**src/rtl/reg_hazard_ctrl.sv**
```systemverilog
// Hazard and write-back sequencer for the 8 x 16-bit register file.
// Tracks in-flight destinations through EX/MEM/WB, selects operand forwarding,
// stalls decode on load-use hazards and drives the register file write port.
module reg_hazard_ctrl #(
  parameter int unsigned NREG  = 8,
  parameter int unsigned CNT_W = 16
) (
  input  logic             clk,
  input  logic             reset,
  input  logic             id_valid,
  input  logic [2:0]       id_src1,
  input  logic [2:0]       id_src2,
  input  logic             id_use_src1,
  input  logic             id_use_src2,
  input  logic [2:0]       id_dst,
  input  logic             id_reg_write,
  input  logic             id_mem_read,
  input  logic             flush,
  output logic             stall,
  output logic [1:0]       fwd_sel1,
  output logic [1:0]       fwd_sel2,
  output logic             rf_we,
  output logic [2:0]       rf_waddr,
  output logic [NREG-1:0]  busy_mask,
  output logic [CNT_W-1:0] stall_count
);

  typedef struct packed {
    logic       valid;
    logic [2:0] dst;
    logic       reg_write;
    logic       mem_read;
  } slot_t;

  // WB no longer needs the load flag: its data is always ready.
  typedef struct packed {
    logic       valid;
    logic [2:0] dst;
    logic       reg_write;
  } wb_slot_t;

  slot_t            r_ex;
  slot_t            r_mem;
  wb_slot_t         r_wb;
  logic [CNT_W-1:0] r_stall_cnt;

  logic             w_stall;
  logic             w_load_hit1;
  logic             w_load_hit2;

  function automatic logic hits(input logic valid, input logic we, input logic [2:0] dst,
                                input logic [2:0] r);
    return valid & we & (dst == r);
  endfunction

  // Youngest producer wins; loads in EX/MEM cannot forward (handled by stall).
  function automatic logic [1:0] pick(input logic use_src, input logic [2:0] src,
                                      input slot_t ex, input slot_t mem, input wb_slot_t wb);
    logic [1:0] sel;
    sel = 2'd0;
    if (!use_src) begin
      sel = 2'd0;
    end else if (hits(ex.valid, ex.reg_write, ex.dst, src) && !ex.mem_read) begin
      sel = 2'd1;
    end else if (hits(mem.valid, mem.reg_write, mem.dst, src) && !mem.mem_read) begin
      sel = 2'd2;
    end else if (hits(wb.valid, wb.reg_write, wb.dst, src)) begin
      sel = 2'd3;
    end
    return sel;
  endfunction

  // Load-use detection against loads still in EX or MEM; flush overrides.
  always_comb begin
    w_load_hit1 = id_use_src1 &
                  ((hits(r_ex.valid, r_ex.reg_write, r_ex.dst, id_src1) & r_ex.mem_read) |
                   (hits(r_mem.valid, r_mem.reg_write, r_mem.dst, id_src1) & r_mem.mem_read));
    w_load_hit2 = id_use_src2 &
                  ((hits(r_ex.valid, r_ex.reg_write, r_ex.dst, id_src2) & r_ex.mem_read) |
                   (hits(r_mem.valid, r_mem.reg_write, r_mem.dst, id_src2) & r_mem.mem_read));
    w_stall     = id_valid & ~flush & (w_load_hit1 | w_load_hit2);
  end

  // Per-source forwarding selects.
  always_comb begin
    fwd_sel1 = pick(id_use_src1, id_src1, r_ex, r_mem, r_wb);
    fwd_sel2 = pick(id_use_src2, id_src2, r_ex, r_mem, r_wb);
  end

  // Registers that some in-flight slot will write.
  always_comb begin
    busy_mask = '0;
    if (r_ex.valid && r_ex.reg_write)   busy_mask[r_ex.dst]  = 1'b1;
    if (r_mem.valid && r_mem.reg_write) busy_mask[r_mem.dst] = 1'b1;
    if (r_wb.valid && r_wb.reg_write)   busy_mask[r_wb.dst]  = 1'b1;
  end

  // Slot advance: EX takes a bubble on stall; flush squashes decode, EX and MEM.
  always_ff @(posedge clk or posedge reset) begin
    if (reset) begin
      r_ex  <= '0;
      r_mem <= '0;
      r_wb  <= '0;
    end else begin
      r_ex.valid      <= id_valid & ~w_stall & ~flush;
      r_ex.dst        <= id_dst;
      r_ex.reg_write  <= id_reg_write;
      r_ex.mem_read   <= id_mem_read;
      r_mem.valid     <= r_ex.valid & ~flush;
      r_mem.dst       <= r_ex.dst;
      r_mem.reg_write <= r_ex.reg_write;
      r_mem.mem_read  <= r_ex.mem_read;
      r_wb.valid      <= r_mem.valid & ~flush;
      r_wb.dst        <= r_mem.dst;
      r_wb.reg_write  <= r_mem.reg_write;
    end
  end

  // Saturating stall-cycle counter.
  always_ff @(posedge clk or posedge reset) begin
    if (reset) begin
      r_stall_cnt <= '0;
    end else if (w_stall && (r_stall_cnt != '1)) begin
      r_stall_cnt <= r_stall_cnt + CNT_W'(1);
    end
  end

  assign stall       = w_stall;
  assign rf_we       = r_wb.valid & r_wb.reg_write;
  assign rf_waddr    = r_wb.dst;
  assign stall_count = r_stall_cnt;

endmodule

```
**config.mk**
```make
export PLATFORM = sky130hd
export DESIGN_NAME = reg_hazard_ctrl
export DESIGN_NICKNAME = d
export VERILOG_FILES = /design/src/rtl/reg_hazard_ctrl.sv
export SDC_FILE = /design/constraint.sdc
export NUM_CORES = 1
export LEC_CHECK = 0
export BUFFER_PORTS_ARGS = -buffer_cell sky130_fd_sc_hd__buf_2
export CORE_ASPECT_RATIO = 2
export CORE_MARGIN = 3
export CORE_UTILIZATION = 45
export DETAILED_ROUTE_END_ITERATION = 8
export PLACE_DENSITY = 0.7
export SETUP_SLACK_MARGIN = 0.02
export SYNTH_ARGS = -nofsm -noshare
export SYNTH_HDL_FRONTEND = slang
export SYNTH_SLANG_ARGS = --single-unit
```
**constraint.sdc**
```tcl
create_clock -name clk -period 2.25 [get_ports clk]
set_clock_uncertainty 0.2 [all_clocks]
set_input_delay 0.3375 -clock clk [delete_from_list [all_inputs] [get_ports clk]]
set_output_delay 0.3375 -clock clk [all_outputs]
set_load 0.01 [all_outputs]
```
======== Yosys cells after proc, flatten, opt, wreduce, memory -nomap -nowiden ========
Index checks and enable logic that the tools add are counted.
storage, ports and cells
  word-level logic and storage cells ...... 84
  input bits .............................. 17
  output and inout bits ................... 33
  register bits ........................... 33
operators by class
  add/subtract/negate cells ............... 1
  bitwise gates (word level) .............. 28
  equality and inequality tests ........... 7
  magnitude comparators ................... 6
  reduce and logical (&&, ||, !) cells .... 13
  mux-type cells .......................... 17
operators with widths
  kind                                                                          count
  8-bit 2-to-1 mux                                                              3
  1-bit bitwise AND                                                             21
  3-bit equality test                                                           6
  16-bit by 1-bit adder with 16-bit output, second input constant               1
  2-bit 2-to-1 mux                                                              8
  16-bit != test, second input constant                                         1
  8-bit bitwise OR                                                              2
  3-bit by 4-bit less-than comparator with 1-bit output, second input constant  3
  1-bit logical AND                                                             11
  1-bit demux with 3-bit select                                                 3
  3-bit by 1-bit >= comparator with 1-bit output, second input constant         3
  1-bit 2-to-1 mux                                                              3
  1-bit bitwise OR                                                              3
  1-bit logical NOT                                                             2
  1-bit inverter                                                                2

======== Logic depth before layout (Yosys ltp) ========
  word-level depth ........................ 10
  gate-level depth with buffers ........... 7
  depth with buffers taken out ............ 6

======== Worst setup path after synthesis ========
Ideal clock, no wire load.
  kind .................................... register to register
  start point ............................. reg r_stall_cnt[0] (netlist: stall_count[0])
  end point ............................... reg r_stall_cnt[1] (netlist: stall_count[1])
  library setup time ...................... 0.125 ns
  data required time ...................... 1.925 ns
  path slack .............................. 0.047 ns
  clock period less this slack ............ 2.203 ns
  path buffers ............................ 0
  arrival time ............................ 1.878 ns
  cell stages (with the launch flop) ...... 7
  path through ............................ dfrtp_1 -> ha_1 -> nand4_2 -> or3_4 -> o21bai_4 -> a21oi_2 -> mux2_4
on the way
  cells in the longest elaborated chain, start to end .. 2
  elaborated cells on any way between the ends .. 3
  those cells by class .................... 1 x add/sub; 1 x eq/ne; 1 x reduce/logical
ends and longest elaborated chain
  what                                                                                              RTL line  RTL
  start, declared                                                                                   45        logic [CNT_W-1:0] r_stall_cnt;
  start signal, assigned                                                                            124       r_stall_cnt <= r_stall_cnt + CNT_W'(1);
  parallel branches: the longest is 2 deep, another holds 16-bit by 1-bit adder with 16-bit output  n/a
Parallel ways; which one is timed is not known.
A chain may end at the register's enable or synchronous reset.

======== Final worst setup path ========
  start point ............................. reg r_mem[3] (netlist bit)
  end point ............................... out stall
on the way
  cells in the longest elaborated chain, start to end .. 7
  elaborated cells on any way between the ends .. 12
  those cells by class .................... 2 x eq/ne; 10 x bitwise
ends and longest elaborated chain
  what                                         RTL line  RTL
  start, declared                              43        slot_t r_mem;
  3-bit equality test                          53        return valid & we & (dst == r);
  1-bit bitwise AND                            53
  1-bit bitwise AND, on equally long branches  77, 80
  1-bit bitwise OR, on equally long branches   76, 79
  1-bit bitwise AND, on equally long branches  75, 78
  1-bit bitwise OR *                           81        w_stall = id_valid & ~flush & (w_load_hit1 | w_load_hit2);
  1-bit bitwise AND *                          81
  end, declared                                19        output logic stall,
Mark *: on every way between the ends. The rest lies on a longest branch, timed or not.

==> impl_metrics.yaml <==
outcome:
  status: "finished, violations left"
  violations: "negative setup slack"
drt:
  viasPerCell: 5.63
  vias: 1837
  wl_per_cell_um: 17.9
  firstDrtPassIters: 5
  routed_wl_mm: 5.84
  ant_nets: 0
  drc: 0
  drt_iter0_markers: 43
synth:
  synth_area_per_cell_um2: 10.6
  ys_seq_area_frac: 0.400
  syn_nets: 212
  synth-edff-count: 0
  mappedNetlistArea_um2: 2060
  async_flop_share: 1.00
  ys_types: 42
  synthFlopType: "dfrtp_1"
  ys_seq_elements: 33
  synth_cells: 194
  yosys_warnings: 0
die:
  ioPinCount: 50
  die_y_um: 102
  core-area_um2: 4380
  die_area_um2: 5480
  die_w_um: 53.9
  rows: 34
  start_util: 0.471
job:
  max-cap-violations: 0
power:
  pwr-share-seq: 0.463
  power.density_nw_per_um2: 485
  power.net_switching_uw: 367
  power_frac_comb: 0.141
  swShare: 0.262
  p_leak_uw: 0.00131
  ir_drop_v: 0.000585
  internal-power_uw: 1030
  p_clk_frac: 0.396
global_routing:
  grt_usage: 0.226
  grt_pass1_vias: 1869
  overflow: 0
  antenna_found_initial: 0
  grt_pass1_wl_mm: 8.65
  grt_max_degree: 34
setup_path:
  critPathLaunchType: "register"
  cp.required_ns: 1.71
  end_kind: "output port"
  worstPathArrival_ns: 1.74
  path_max_fanout: 3
  critPathKind: "register to output port"
clock_tree:
  ctsHtreeMaxLevel: 2
  clkTransAtPathRegs_ns: 0.07
  cts_tree: "yes"
  worst_skew_pair.late_latency_ns: 0.28
  clock-sinks: 33
  root_buffer: "clkbuf_8"
  numCtsBuffers: 5
  cts_buffer_depth: 2
final_layout:
  syn2layout_area_growth_pct: 40.0
  final_common_cell: "buf_2"
  multi_input_area_um2: 1300
  layout-drive-gt1-share: 0.489
  diodes: 0
  regArea_um2: 837
  finalNonFillerCells: 326
  fillers: 367
  fin_nets: 289
  mostFrequentLayoutCells: "49 x buf_2, 24 x xor2_1, 24 x dfrtp_1"
timing:
  min_period_over_period: 1.01
  setup_ws_ns: -0.0260
  worst_pin_slew_ns: 0.415
  drv_slew: 0
  fin_crit_ns: 2.28
  max_freq_mhz: 439
  rsz0062_at_grt: "yes"
  setup_viol: 1
  relSlewSlack: 0.723
  hold_viol: 0
placement:
  dp_hpwl_mm: 4.23
  place.port_buffers: 49
  post-place-cells: 301
  pre_cts_slack_ns: 0.0134
  gp_congestion: 0.828
hold_path:
  hold_path.class: "input pin to register"
## layer usage
layer,up-vias,track usage,share of wire
met1,904,0.184,0.31
met3,22,0.0309,0.040
met2,74,0.447,0.59
li1,837,-,-
met4,0,0.148,0.058
met5,-,0,0
## registers in the layout (all words and copies together), names as in the netlist
signal	count
r_mem	6
rf_waddr	3
r_ex	6
stall_count	16
r_wb	2
## path summary, 6_finish.rpt
path                       startpoint  cells after the start         endpoint  slack [ns]
min reg2reg                  r_mem[1]                      0          r_wb[0]        0.25
max reg2reg                  r_mem[3]                      6  stall_count[14]        0.02
max in group asynchronous       reset                      4   stall_count[0]        1.03
min                             flush                      2          r_wb[4]        0.04
min in group asynchronous       reset                      4      rf_waddr[0]        0.48
max                          r_mem[3]                      6            stall       -0.03
## per-stage QoR
stage | utilization | total power (µW) | TNS (ns) | area, µm² | hold slack [ns]
2_1_floorplan | - | 749 | 0 | 2060 | 0.149
6_report | 0.659 | 1400 | -0.0260 | 2890 | 0.0391
3_3_place_gp | 0.554 | 811 | 0 | 2430 | 0.202
3_5_place_dp | 0.554 | 816 | 0 | 2430 | 0.207
4_1_cts | 0.625 | 1400 | -0.0619 | 2740 | 0.0270
5_1_grt | 0.659 | 1460 | -0.178 | 2890 | 0.0345
## timing repair
action / 4_1_cts / 5_1_grt
pin swaps: 7 / 20
setup buffers: 6 / 5
setup endpoints to repair: 6 / 18
hold buffers: 6 / 0
endpoints found under the hold margin: 38 / 0
gates resized for setup: 12 / 24
## Yosys cell counts (all sizes together), types with 3 or more instances
cell      n  share of area
nor2     12          0.022
nor4      5          0.025
xnor2     3          0.013
buf      10          0.038
a2111oi   6          0.050
nor2b     4          0.012
a211oi    8          0.049
nand2b    7          0.021
a21oi     3         0.0091
and3      4          0.012
dfrtp    33           0.40
inv       5         0.0091
nand2    17          0.031
a32oi     4          0.017
xor2     29           0.12
nor3      3         0.0073
nand3    12          0.029
clkbuf    3         0.0055
nand4     3          0.012
o21ai     5          0.023
o31ai     4          0.015
## area by class of cell
cell class,instances,area share
Clock buffer,5,0.0238
Sequential cell,33,0.290
Inverter,5,0.00650
Clock inverter,3,0.0160
Multi-Input combinational cell,143,0.451
Tap cell,54,0.0234
Timing Repair Buffer,83,0.189
## logic make-up after synthesis
family | Yosys count | share of synthesized area
compound gates | 36 | 0.189
flops | 33 | 0.400
mux | 2 | 0.0127
simple gates | 72 | 0.204
xor+xnor | 32 | 0.136
buf+inv | 18 | 0.0522
fa+ha+maj | 1 | 0.00606
## power by group through the flow
stage | Combinational (µW) | Sequential [µW] | Clock, µW
2_1_floorplan | 105 | 644 | 0
3_3_place_gp | 158 | 652 | 0
3_5_place_dp | 162 | 654 | 0
4_1_cts | 182 | 644 | 572
5_1_grt | 214 | 650 | 595
6_report | 198 | 648 | 555
## worst max-delay path, stage by stage (launching register included)
cell and delay, ns:
dfrtp_2 0.45, xor2_2 0.18, nor4b_4 0.33, o21ai_4 0.09
buf_12 0.13, a21oi_1 0.12, buf_2 0.15
Note: power is estimated with default switching activity, not from simulation.
